## config.mk

```make
export PLATFORM = sky130hd
export DESIGN_NAME = uart_send_arb
export DESIGN_NICKNAME = d
export VERILOG_FILES = /design/src/rtl/uart_send_arb.sv
export SDC_FILE = /design/constraint.sdc
export NUM_CORES = 1
export LEC_CHECK = 0
export CORE_MARGIN = 2
export CORE_UTILIZATION = 25
export DETAILED_ROUTE_END_ITERATION = 8
export PLACE_DENSITY = 0.56
export SLEW_MARGIN = 20
export SYNTH_ARGS = -nofsm -noshare
export SYNTH_HDL_FRONTEND = slang
export SYNTH_SLANG_ARGS = --single-unit
```

## constraint.sdc

```tcl
create_clock -name sys_clk -period 2.2 [get_ports sys_clk]
set_input_delay 0.66 -clock sys_clk [delete_from_list [all_inputs] [get_ports sys_clk]]
set_output_delay 0.66 -clock sys_clk [all_outputs]
set_load 0.005 [all_outputs]
```

## src/rtl/uart_send_arb.sv

```systemverilog
`default_nettype none
// ============================================================================
// Module   : uart_send_arb
// Brief    : Round-robin arbiter sharing one 4-phase UART send channel among
//            NUM_CLIENTS requesters. It can emit a header byte per grant and
//            lets a client hold the grant across a multi-byte burst.
// Revision : 1.0 - initial release
// ============================================================================
module uart_send_arb #(
  parameter int         NUM_CLIENTS = 4,
  parameter bit         HDR_EN      = 1'b1,
  parameter logic [7:0] HDR_BASE    = 8'hA0,
  parameter int         HOLD_MAX    = 1024,
  localparam int        IDX_W       = (NUM_CLIENTS > 1) ? $clog2(NUM_CLIENTS) : 1
) (
  input  logic                     sys_clk,
  input  logic                     sys_rst,
  input  logic [NUM_CLIENTS-1:0]   cli_req,
  input  logic [NUM_CLIENTS-1:0]   cli_lock,
  input  logic [8*NUM_CLIENTS-1:0] cli_data,
  output logic [NUM_CLIENTS-1:0]   cli_ack,
  output logic                     tx_req,
  input  logic                     tx_ack,
  output logic [7:0]               tx_data,
  output logic [IDX_W-1:0]         grant_idx,
  output logic                     busy
);

  localparam logic [2:0]  c_IDLE      = 3'd0;
  localparam logic [2:0]  c_HDR_REQ   = 3'd1;
  localparam logic [2:0]  c_HDR_REL   = 3'd2;
  localparam logic [2:0]  c_DAT_REQ   = 3'd3;
  localparam logic [2:0]  c_DAT_REL   = 3'd4;
  localparam logic [2:0]  c_CLI_ACK   = 3'd5;
  localparam logic [2:0]  c_HOLD      = 3'd6;
  localparam logic [15:0] c_HOLD_LAST = 16'(HOLD_MAX - 1);

  logic [2:0]             state_q,    state_d;
  logic [IDX_W-1:0]       last_q,     last_d;
  logic [IDX_W-1:0]       grant_q,    grant_d;
  logic [7:0]             data_q,     data_d;
  logic [15:0]            hold_cnt_q, hold_cnt_d;
  logic                   tx_req_q,   tx_req_d;
  logic [7:0]             tx_data_q,  tx_data_d;
  logic [NUM_CLIENTS-1:0] cli_ack_q,  cli_ack_d;
  logic                   busy_q,     busy_d;

  logic [7:0]             cli_byte [NUM_CLIENTS];
  logic                   pick_found;
  logic [IDX_W-1:0]       pick_idx;
  logic [IDX_W-1:0]       cand;

  // Split the flat client data bus into one byte per client
  for (genvar i = 0; i < NUM_CLIENTS; i++) begin : g_unpack
    assign cli_byte[i] = cli_data[8*i +: 8];
  end

  // Round-robin pick: first active request scanning upward from the last winner
  always_comb begin
    pick_found = 1'b0;
    pick_idx   = '0;
    cand       = '0;
    for (int k = 1; k <= NUM_CLIENTS; k++) begin
      cand = IDX_W'((int'(last_q) + k) % NUM_CLIENTS);
      if (!pick_found && cli_req[cand]) begin
        pick_found = 1'b1;
        pick_idx   = cand;
      end
    end
  end

  // State register plus registered outputs
  always_ff @(posedge sys_clk) begin
    if (sys_rst) begin
      state_q    <= c_IDLE;
      last_q     <= IDX_W'(NUM_CLIENTS - 1);
      grant_q    <= '0;
      data_q     <= '0;
      hold_cnt_q <= '0;
      tx_req_q   <= 1'b0;
      tx_data_q  <= '0;
      cli_ack_q  <= '0;
      busy_q     <= 1'b0;
    end else begin
      state_q    <= state_d;
      last_q     <= last_d;
      grant_q    <= grant_d;
      data_q     <= data_d;
      hold_cnt_q <= hold_cnt_d;
      tx_req_q   <= tx_req_d;
      tx_data_q  <= tx_data_d;
      cli_ack_q  <= cli_ack_d;
      busy_q     <= busy_d;
    end
  end

  // Next-state logic: both handshakes advance one phase at a time
  always_comb begin
    state_d    = state_q;
    last_d     = last_q;
    grant_d    = grant_q;
    data_d     = data_q;
    hold_cnt_d = hold_cnt_q;
    case (state_q)
      c_IDLE: begin
        // A stale tx_ack (e.g. reset mid-byte) must clear before a new grant
        if (pick_found && !tx_ack) begin
          grant_d = pick_idx;
          data_d  = cli_byte[pick_idx];
          state_d = HDR_EN ? c_HDR_REQ : c_DAT_REQ;
        end
      end
      c_HDR_REQ: if (tx_ack)  state_d = c_HDR_REL;
      c_HDR_REL: if (!tx_ack) state_d = c_DAT_REQ;
      c_DAT_REQ: if (tx_ack)  state_d = c_DAT_REL;
      c_DAT_REL: if (!tx_ack) state_d = c_CLI_ACK;
      c_CLI_ACK: begin
        if (!cli_req[grant_q]) begin
          last_d     = grant_q;
          hold_cnt_d = '0;
          state_d    = cli_lock[grant_q] ? c_HOLD : c_IDLE;
        end
      end
      c_HOLD: begin
        // Lock release takes priority over a simultaneous new request
        if (!cli_lock[grant_q]) begin
          state_d = c_IDLE;
        end else if (cli_req[grant_q]) begin
          data_d  = cli_byte[grant_q];
          state_d = c_DAT_REQ;
        end else if (hold_cnt_q == c_HOLD_LAST) begin
          state_d = c_IDLE;
        end else begin
          hold_cnt_d = hold_cnt_q + 16'd1;
        end
      end
      default: state_d = c_IDLE;
    endcase
  end

  // Output decode from the next state so every output is a flop
  always_comb begin
    tx_req_d  = (state_d == c_HDR_REQ) || (state_d == c_DAT_REQ);
    tx_data_d = tx_data_q;
    if (state_d == c_HDR_REQ) begin
      tx_data_d = HDR_BASE | 8'(grant_d);
    end else if (state_d == c_DAT_REQ) begin
      tx_data_d = data_d;
    end
    cli_ack_d = '0;
    if (state_d == c_CLI_ACK) begin
      cli_ack_d[grant_d] = 1'b1;
    end
    busy_d = (state_d != c_IDLE);
  end

  assign cli_ack   = cli_ack_q;
  assign tx_req    = tx_req_q;
  assign tx_data   = tx_data_q;
  assign grant_idx = grant_q;
  assign busy      = busy_q;

endmodule
`default_nettype wire
```

# After elaboration in Yosys (flattened, before gate mapping)
# Cells that the tools add are included.
[totals]
mem_bits_ro = 0
mem_bits_rw = 0
latchBits = 0
elab_cells = 112
mem_count = 0
regBits = 45
output_inout_bits = 16
[classes]
shift = 0
bitwise_logic = 4
muxes = 52
magnitude_cmp = 9
eq_ne = 14
reduce_logical = 18
mul = 0
div_mod_pow = 0
add_sub_neg = 5
[op_table]
columns = ["op", "n"]
rows = [
  ["$mux 8", 9],
  ["$mux 16", 4],
  ["$bmux 8 s2", 2],
  ["$pmux 16 s2", 1],
  ["$mux 3", 10],
  ["$pmux 3 s7", 1],
  ["$lt 2x3->1 const B", 6],
  ["$add 16x1->16 const B", 1],
  ["$eq 16x10->1 const B", 1],
  ["$pmux 8 s2", 1],
  ["$bmux 1 s2", 6],
  ["$eq 3x3->1 const B", 4],
  ["$mux 2", 6],
  ["$mux 1", 11],
  ["$eq 3x2->1 const B", 3],
  ["$ne 2x2->1 const B", 4],
  ["$eq 3x1->1 const B", 2],
  ["$ge 3x3->1 const B", 2],
  ["$not 2->3", 2],
  ["$logic_and 1x1->1", 5],
  ["$reduce_and 5->1", 1],
  ["$add 2x1->2 const B", 2],
  ["$add 2x2->2 const B", 2],
  ["$logic_not 1->1", 4],
  ["other kinds (9)", 12],
]

# Depth between registers and ports, before layout
[logic_depth]
word_depth = 21
mapped_depth = 8
mapped_depth_nobuf = 7

# Worst setup path before layout
# OpenSTA, ideal clock, no wires.
[synth_path]
path_kind = "in2reg"
startpoint = "input port cli_req[2]"
endpoint = "register tx_data_q[1] (netlist: tx_data[1])"
path_buffers = 1
t_arrival_ns = 2.162
setup_time_ns = 0.164
required_ns = 2.036
path_slack_ns = -0.126
stages = 7
path_cell_list = "nand2b_1 -> a21o_1 -> clkbuf_1 -> nand3_1 -> mux2_2 -> a211oi_1 -> o221ai_1"
[synth_between]
elab_chain_cells = 20
[synth_lines]
columns = ["element", "line", "text"]
rows = [
  ["start: declaration", "18", "input logic [NUM_CLIENTS-1:0] cli_req,"],
  ["$bmux 1 s2", "65", "if (!pick_found && cli_req[cand]) begin"],
  ["$mux 1 (not written as such)", "65", ""],
  ["$mux 1", "65", ""],
  ["$logic_not 1->1", "65", ""],
  ["$logic_and 1x1->1", "65", ""],
  ["$mux 1", "65", ""],
  ["$logic_not 1->1", "65", ""],
  ["$logic_and 1x1->1", "65", ""],
  ["[... 3 more ...]", "n/a", ""],
  ["$mux 2", "65", ""],
  ["$not 2->3 (not written as such)", "109", "data_d = cli_byte[pick_idx];"],
  ["$bmux 8 s2", "109", ""],
  ["$mux 8 (not written as such) (2 in series)", "109", ""],
  ["$mux 8", "107", "if (pick_found && !tx_ack) begin"],
  ["$pmux 8 s2", "104", "case (state_q)"],
  ["$mux 8", "147", "end else if (state_d == c_DAT_REQ) begin"],
  ["$mux 8", "145", "if (state_d == c_HDR_REQ) begin"],
  ["end signal: assignment", "91", "tx_data_q <= tx_data_d;"],
  ["end: declaration", "44", "logic [7:0] tx_data_q, tx_data_d;"],
]
# Several ways; a longest one is shown, not always the timed one. The select of a mux whose other input is x is not followed.
# A chain may end at the register's enable or synchronous reset.

# Final worst setup path
[layout_path]
startpoint = "input port cli_lock[3]"
endpoint = "register hold_cnt_q[2]"
[layout_between]
elab_chain_cells = 4
[layout_lines]
columns = ["element", "line", "text"]
rows = [
  ["start: declaration", "19", "input logic [NUM_CLIENTS-1:0] cli_lock,"],
  ["$bmux 1 s2", "126", "if (!cli_lock[grant_q]) begin"],
  ["$mux 1 (not written as such)", "126", ""],
  ["$ne 2x2->1 (no line)", "n/a", ""],
  ["$reduce_and 5->1 (no line)", "n/a", ""],
  ["end signal: assignment", "89", "hold_cnt_q <= hold_cnt_d;"],
  ["end: declaration", "42", "logic [15:0] hold_cnt_q, hold_cnt_d;"],
]
# Every way passes these cells. The select of a mux whose other input is x is not followed.

==> results.json <==
{
  "status": "complete, but fails checks",
  "failing_checks": "setup timing",
  "crit_arrival_ps": 2410,
  "power_leakage_nw": 1.68,
  "cts_inserted_buffers": 5,
  "buffers_added_on_ports": 58,
  "drt_iter0_drc": 121,
  "report.final.setup_viol": 3,
  "required_arrival_time_at_the_worst_endpoint_ps": 2390,
  "routed_via_density": 4.90,
  "critPathLaunchType": "input pin",
  "finalCritPeriodShare": 1.01,
  "worstReg2RegStart": "grant_idx[0]",
  "grt_pass1_wl_mm": 12.8,
  "grt_util_all_layers": 0.141,
  "detail_route.first_pass.iterations": 4,
  "floorplan.core_area_um2": 10100,
  "die_w_um": 105,
  "criticalPathCategory": "input pin to register",
  "pwr_density_cell_nw_per_um2": 466,
  "tritoncts_clock_tree": "built",
  "post_route_cells_drive_above_1_share": 0.372,
  "cp_max_fo": 6,
  "finalHoldViolations": 0,
  "route.detailed.wl_per_inst_um": 14.4,
  "gp_routability_congestion": 0.781,
  "grt_antenna_before_repair": 0,
  "timing.setup.tns_ps": -28.3,
  "area.sequential_um2": 905,
  "peak_supply_drop_mv": 0.248,
  "postRouteWirelength_mm": 8.02,
  "utilization": 0.427,
  "yosysSeqAreaShare": 0.351,
  "synth.avg_cell_area_um2": 8.71,
  "grt.overflow.total": 0,
  "holdWs_ps": 492,
  "dp_hpwl_mm": 5.70,
  "synthesis.area_um2": 2570,
  "clkLatencyLatePin_ps": 300,
  "fin_crit_ps": 2210,
  "clkSinkCount": 45,
  "route.detailed.drc": 0,
  "number_of_distinct_library_cells_after_synthesis": 50,
  "worst-slew-pin-transition_ps": 632,
  "fin_cells": 558,
  "cts_max_path_buffers": 2,
  "timing.slew.headroom": 0.578,
  "synth-edff-count": 0,
  "synth_async_sr_flop_share": 0,
  "placedCellCount": 536,
  "final_nets": 465,
  "synthesis.nets": 339,
  "setup_ws_ps": -14.2,
  "finClkSkew_ps": 5.86,
  "start_util": 0.253,
  "clock-root-buffer": "sky130_fd_sc_hd__clkbuf_8",
  "dieArea_um2": 11100,
  "drv.max_cap_violation_count": 0,
  "final-max-slew-violation-count": 0,
  "num_vias": 2733,
  "boundaryPins": 59,
  "hold_path_class": "register to register",
  "cts.clk_slew.worst_paths_ps": 90,
  "grt_pass1_vias": 2657,
  "synth_flop_cell": "sky130_fd_sc_hd__dfxtp_1",
  "area_delta_synth_final_pct": 68.4,
  "synth.yosys.warnings": 0,
  "detail-route-antenna-nets": 0,
  "multi_input_comb_area_um2": 1860,
  "worst_setup_path_startpoint": "cli_lock[3]",
  "fp.dieH_um": 105,
  "synth_seq_cells": 45,
  "grt_start_max_net_pins": 19,
  "fmax_ghz": 0.452,
  "antenna_cells_inserted": 0,
  "postSynthCellCount": 295,
  "rsz0062_at_grt": "true",
  "clock_tree.htree_level_count": 2,
  "hold_start": "tx_data[2]",
  "post_cts_hold_buffer_count": 0,
  "site_row_count": 37,
  "filler_cell_count": 998,
  "worst_setup_path_end_kind": "register"
}
layout make-up:
cell class / count / area share
clock buffer: 6 / 0.0191
clock inverter: 2 / 0.00867
inverter: 20 / 0.0173
multi-input combinational: 218 / 0.429
sequential: 45 / 0.209
tap: 136 / 0.0393
timing repair buffer: 131 / 0.278
kinds of logic after synthesis:
group,count (synthesis),synth area share
simple gates,119,0.244
compound gates,62,0.165
flops,45,0.351
buf+inv,32,0.0501
mux,21,0.135
xor+xnor,15,0.0511
fa+ha+maj,1,0.00487
cell usage after synthesis, types with 3 or more instances:
library cell / number / share of area
sky130_fd_sc_hd__dfxtp_1: 45 / 0.35
sky130_fd_sc_hd__or4_1: 3 / 0.0088
sky130_fd_sc_hd__and4_1: 3 / 0.010
sky130_fd_sc_hd__nand2_1: 14 / 0.020
sky130_fd_sc_hd__o31ai_1: 9 / 0.026
sky130_fd_sc_hd__mux2_2: 9 / 0.039
sky130_fd_sc_hd__o21ai_0: 10 / 0.019
sky130_fd_sc_hd__nor2b_1: 3 / 0.0073
sky130_fd_sc_hd__a211oi_1: 8 / 0.023
sky130_fd_sc_hd__a21oi_1: 10 / 0.019
sky130_fd_sc_hd__o21ai_1: 3 / 0.0058
sky130_fd_sc_hd__o32ai_1: 5 / 0.017
sky130_fd_sc_hd__nor4_1: 5 / 0.012
sky130_fd_sc_hd__clkbuf_1: 9 / 0.013
sky130_fd_sc_hd__mux4_2: 10 / 0.088
sky130_fd_sc_hd__nand3_1: 18 / 0.035
sky130_fd_sc_hd__nor3b_1: 3 / 0.0088
sky130_fd_sc_hd__nor2_1: 39 / 0.057
sky130_fd_sc_hd__inv_1: 20 / 0.029
sky130_fd_sc_hd__nand4_1: 10 / 0.024
sky130_fd_sc_hd__nor3_1: 8 / 0.016
sky130_fd_sc_hd__nor4b_1: 3 / 0.010
sky130_fd_sc_hd__xnor2_1: 14 / 0.048
worst max-delay path: stages:
cell,delay (ps)
sky130_fd_sc_hd__buf_6,90
sky130_fd_sc_hd__mux4_2,510
sky130_fd_sc_hd__buf_6,140
sky130_fd_sc_hd__and3b_2,210
sky130_fd_sc_hd__buf_6,120
sky130_fd_sc_hd__a21oi_4,160
sky130_fd_sc_hd__buf_12,160
sky130_fd_sc_hd__buf_8,110
sky130_fd_sc_hd__nor2b_4,30
sky130_fd_sc_hd__xnor2_1,140
sky130_fd_sc_hd__nor2_1,60
state kept, by name (all words and copies together) (netlist names):
register,cells
grant_idx,2
hold_cnt_q,16
tx_req,1
tx_data,8
data_q,8
last_q,2
busy,1
state_q,3
cli_ack,4
per-stage QoR:
stage                     setup slack (ps)  total power [mW]  cell area, um2
after CTS                            -71.6              2.00            4180
final                                -14.2              2.02            4330
after floorplan                      -86.0              1.06            2660
after global placement                -733              1.31            3830
after detailed placement              -766              1.31            3830
after global routing                 -83.9              2.11            4330
cell usage in the layout, fill, tap and decap left out, types with 5 or more instances in the layout:
master,n
sky130_fd_sc_hd__buf_4,61
sky130_fd_sc_hd__clkdlybuf4s50_1,50
sky130_fd_sc_hd__dfxtp_1,44
sky130_fd_sc_hd__nor2_1,36
sky130_fd_sc_hd__inv_1,19
sky130_fd_sc_hd__nand3_1,16
sky130_fd_sc_hd__buf_6,15
sky130_fd_sc_hd__xnor2_1,14
sky130_fd_sc_hd__nand2_1,12
sky130_fd_sc_hd__mux4_2,10
sky130_fd_sc_hd__o21ai_0,10
sky130_fd_sc_hd__nand4_1,10
sky130_fd_sc_hd__mux2_2,9
sky130_fd_sc_hd__a21oi_1,9
sky130_fd_sc_hd__o31ai_1,8
sky130_fd_sc_hd__nor3_1,6
sky130_fd_sc_hd__clkbuf_8,6
sky130_fd_sc_hd__a211oi_2,5
per-layer routing:
metal,global-route usage,wire (um),up-vias
li1,-,-,1349
met4,0.0476,91,0
met3,0.0223,367,5
met1,0.196,3800,1317
met5,0,0,-
met2,0.223,3760,62
power breakdown:
part / internal [mW] / switching [mW] / leakage (nW)
sequential: 0.839 / 0.0162 / 0.366
combinational: 0.292 / 0.218 / 1.25
clock: 0.369 / 0.284 / 0.0574
total: 1.50 / 0.518 / 1.68
timing repair:
item	in CTS	in global routing
endpoints found under the setup margin	43	33
cloned	1	0
resized for setup	62	36
buffers inserted	12	5
pin swaps	11	27
path summary, 6_finish.rpt:
check | depth (start not counted) | endpoint | slack, ps
min reg2reg | 2 | tx_data[2] | 490
min | 2 | tx_data[2] | 490
max reg2reg | 10 | hold_cnt_q[2] | 20
max | 11 | hold_cnt_q[2] | -10
No activity file was read; power rests on OpenSTA's default activity.
==> patch 1, RTL diff (config.mk and constraints unchanged) <==
Set the parameter `NUM_CLIENTS` to 8 (it was 4).
--- a/src/rtl/uart_send_arb.sv
+++ b/src/rtl/uart_send_arb.sv
@@ -9,3 +9,3 @@
 module uart_send_arb #(
-  parameter int         NUM_CLIENTS = 4,
+  parameter int         NUM_CLIENTS = 8,
   parameter bit         HDR_EN      = 1'b1,
Interface: changed (5 resized); port bits go from 59 to 104. The function was not compared with the original's and may differ.
==> patch 1 against the original RTL <==
The run still ends with setup timing left. Sequential cell count rose by 6. Cell count grew 75%. Power increased by 75%. Die area increased by 73%. Worst setup slack worse by 920 ps. Count of clock-buffer cells in the layout unchanged. Area after synthesis rose by 76%. Final area up 78%. Routed wire length rose by 110%. Maximum frequency is 29% lower. Largest cell class unchanged.
==> patch 1: results (changes against the original RTL) <==
Leakage - 2.91 nW (+73%)
# fillers - 1,730 (+73%)
Critical Path Fanout Max - 7 (+1)
peak supply drop - 0.272 mV (+9.6%)
total wire length - 16,700 microns (+110%)
vias in the first global route - 5,481 (+110%)
clk slew on worst S/H paths - 70 ps (-20 ps)
XOR/XNOR Fraction of Synth Area - 3.29% (-1.8 points)
Root Buffer Master - clkbuf_16
Setup violations, final - 48 (+45)
r2r startpoint - last_q[0]$_SDFFE_PP1P_
final worst slack - -931 ps (-917 ps)
total track usage - 17.1% (+3.0 points)
worst slack, placed - -1750 ps (-985 ps)
DP Wirelength - 12,700 microns (+120%)
global-route met1 utilization - 21.4% (+1.8 points)
nets - 835 (+80%)
Net Sw Frac - 33.6% (+7.9 points)
Worst-Margin Slew - 693 ps (+61.4 ps)
CP Launch Type - flop
multiplexer area fraction after synthesis - 29.4% (+16 points)
Seq/Total Area, Yosys - 22.5% (-13 points)
synth unique cells - 67 (+34%)
grt met3 use - 3.21% (+0.98 points)
Synth top cells by count - nor2_1 (61), dfxtp_1 (51), nand2_1 (50)
Vias - 5,018 (+84%)
outcome - finished, violations left
post-synthesis compound-gate area fraction - 17.8% (+1.4 points)
synth top area cells - dfxtp_1 (23%), mux4_2 (19%), mux2i_1 (8.6%)
met2 GRT Util - 30.4% (+8.1 points)
first-pass GRT wire length - 27,200 microns (+110%)
HP Start - tx_data[7]$_SDFFE_PP0P_
syn nets - 589 (+74%)
failing checks - setup timing
IO Port Bufs - 103 (+78%)
patch 1: repair_timing:
action	in CTS	in global routing
gates cloned	1	0
pin swaps	47	25
buffers inserted	20	7
hold buffers	0	0
endpoints found under the setup margin	51	51
gates resized for setup	122	35
patch 1: critical path: stages (launching register included):
cell and delay [ps]:
dfxtp_4 390, clkinv_8 50, ha_4 300, mux4_2 570, mux2_4 320, buf_6 120, and4b_2 320, a31oi_4 120
and2_4 200, o211ai_2 100, nor2_2 80, o41ai_2 330, a21oi_1 100
patch 1: layout make-up:
type	count	area [sq um]	area share, %
Sequential cell	51	1030	13.3
Multi-Input combinational cell	403	3750	48.6
Clock inverter	2	12.5	0.162
Timing Repair Buffer	278	2460	31.9
Tap cell	229	287	3.71
Inverter	10	50.0	0.648
Clock buffer	6	129	1.67
patch 1: final timing paths:
check                                                to  slack, ps  cells after the start
worst max-delay path            tx_data[2]$_SDFFE_PP0P_       -930                     12
worst min-delay path            tx_data[7]$_SDFFE_PP0P_        510                      2
worst max register to register  tx_data[2]$_SDFFE_PP0P_       -930                     12
worst min register to register  tx_data[7]$_SDFFE_PP0P_        510                      2
patch 1: per-stage QoR:
step | hold WS (ps) | area (sq um) | cells
after floorplan | 449 | 4710 | 503
after global placement | 477 | 6880 | 947
after detailed placement | 490 | 6880 | 947
after CTS | 504 | 7600 | 976
after global routing | 559 | 7720 | 979
final | 511 | 7720 | 979
patch 1: power by group through the flow:
stage	sequential, mW	clock [mW]	combinational, mW
final	1.03	0.778	1.73
after global routing	1.04	0.827	1.86
after CTS	1.03	0.792	1.69
after detailed placement	1.05	0	1.51
after global placement	1.05	0	1.48
after floorplan	1.04	0	0.838
patch 1: cells by family after synthesis:
logic type               Yosys count
AND/OR/NAND/NOR                  192
flip-flops                        51
adder cells (fa/ha/maj)            3
buffers and inverters             49
AO/OA/AOI/OAI                    107
multiplexers                      84
XOR/XNOR                          17
patch 1: metal layers:
layer	part of all wire, %	vias to the layer above
li1	-	2382
met1	43	2451
met2	50	159
met3	5.2	26
met4	1.8	0
met5	0	-
==> patch 2, RTL diff (same flow settings) <==
Made on the original files. `data_q` and `tx_data_q` no longer have a reset.
--- a/src/rtl/uart_send_arb.sv
+++ b/src/rtl/uart_send_arb.sv
@@ -77,6 +77,4 @@
       grant_q    <= '0;
-      data_q     <= '0;
       hold_cnt_q <= '0;
       tx_req_q   <= 1'b0;
-      tx_data_q  <= '0;
       cli_ack_q  <= '0;
@@ -87,6 +85,4 @@
       grant_q    <= grant_d;
-      data_q     <= data_d;
       hold_cnt_q <= hold_cnt_d;
       tx_req_q   <= tx_req_d;
-      tx_data_q  <= tx_data_d;
       cli_ack_q  <= cli_ack_d;
@@ -94,2 +90,7 @@
     end
+  end
+
+  always_ff @(posedge sys_clk) begin
+    data_q    <= data_d;
+    tx_data_q <= tx_data_d;
   end
Function: changed (Yosys sat finds a counterexample within 4 cycles, from zero or initial values and one cycle with sys_rst high).
==> patch 2 against the original RTL <==
The run still ends with setup timing left. Global-route usage decreased by 0.43 points. Sequential share of layout area rose by 1.7 points. Non-clock buffer count fell by 6. Routed wire length is 7.7% lower. Sequential cell count unchanged. Cell count down 6.3%. Power is 10% higher. Final area down 5.5%. Hold slack gained 14 ps. Register-to-register slack worse by 130 ps. Worst setup slack got worse by 110 ps. Clock skew is 9.9 ps higher. Area after synthesis down 2.3%.
==> patch 2: results (changes against the original RTL) <==
outcome - finished, violations left
failing checks - setup timing
Vias - 2,461 (-10%)
fraction of area in multi-input gates - 43.3% (+0.43 points)
Post-Route M1 WL - 3390 microns (-11%)
DR WL met3 - 333 microns (-9.3%)
vias per cell - 4.71 (-3.9%)
cell depth of the worst hold path - 1 (-1)
Setup violations, final - 10 (+7)
DR WL met2 - 3510 microns (-6.6%)
Worst slew margin - 57.7% (about the same)
initial drt markers - 114 (-5.8%)
largest stage delay on the critical path - 560 ps (+50 ps)
worst slack, placed - -800 ps (-33.5 ps)
Leakage - 1.59 nW (-5.2%)
final worst slack - -121 ps (-107 ps)
inverters - 4 (-80%)
Seq/Total Area, Yosys - 36.7% (+1.6 points)
dpl cells - 504 (-6.0%)
Setup Skew - 15.7 ps (+9.88 ps)
flop-to-flop setup slack - -110 ps (-130 ps)
DP Wirelength - 5460 microns (-4.2%)
nets - 433 (-6.9%)
total wire length - 7400 microns (-7.7%)
pwr dens - 544 nW/um^2 (+17%)
post-synthesis compound-gate area fraction - 13.1% (-3.4 points)
multi-input combinational cell count - 208 (-4.6%)
Seq area share - 22.6% (+1.7 points)
Clk power - 0.627 mW (-4.0%)
Layout area overhead - 63.0%
# fillers - 979 (-1.9%)
Critical Path Source - cli_req[3]
worst r2r path cells - 6 (-4)
==> patch 2: cell types whose count changed in the layout (fill, tap and decap cells not counted), moves of 6 or more <==
cell,unedited run,this run
buf_6,15,6
nor2_1,36,26
o21ai_0,10,4
nand4_1,10,1
o31ai_1,8,0
a31oi_1,0,10
mux2i_1,1,10
inv_1,19,3
nor2b_1,2,10
o211ai_1,2,9
==> patch 2: what timing repair did <==
item,4_1_cts,5_1_grt
setup endpoints to repair,43,23
resized for setup,45,33
gates cloned,0,1
pin swaps,8,16
setup buffers,7,5
hold endpoints to repair,0,0
==> patch 2: critical path: cells and delay by family <==
kind                   cells  cell delay, ps
and+or+nand+nor            2             480
buffers and inverters      1             100
AOI/OAI and AO/OA          1             260
muxes                      2             860
==> patch 2: metal layers <==
| layer | up-vias | track usage (%) |
|---|---|---|
| li1 | 1242 | - |
| met1 | 1149 | 17.7 |
| met2 | 59 | 22.7 |
| met3 | 11 | 2.82 |
| met4 | 0 | 4.92 |
| met5 | - | 0 |
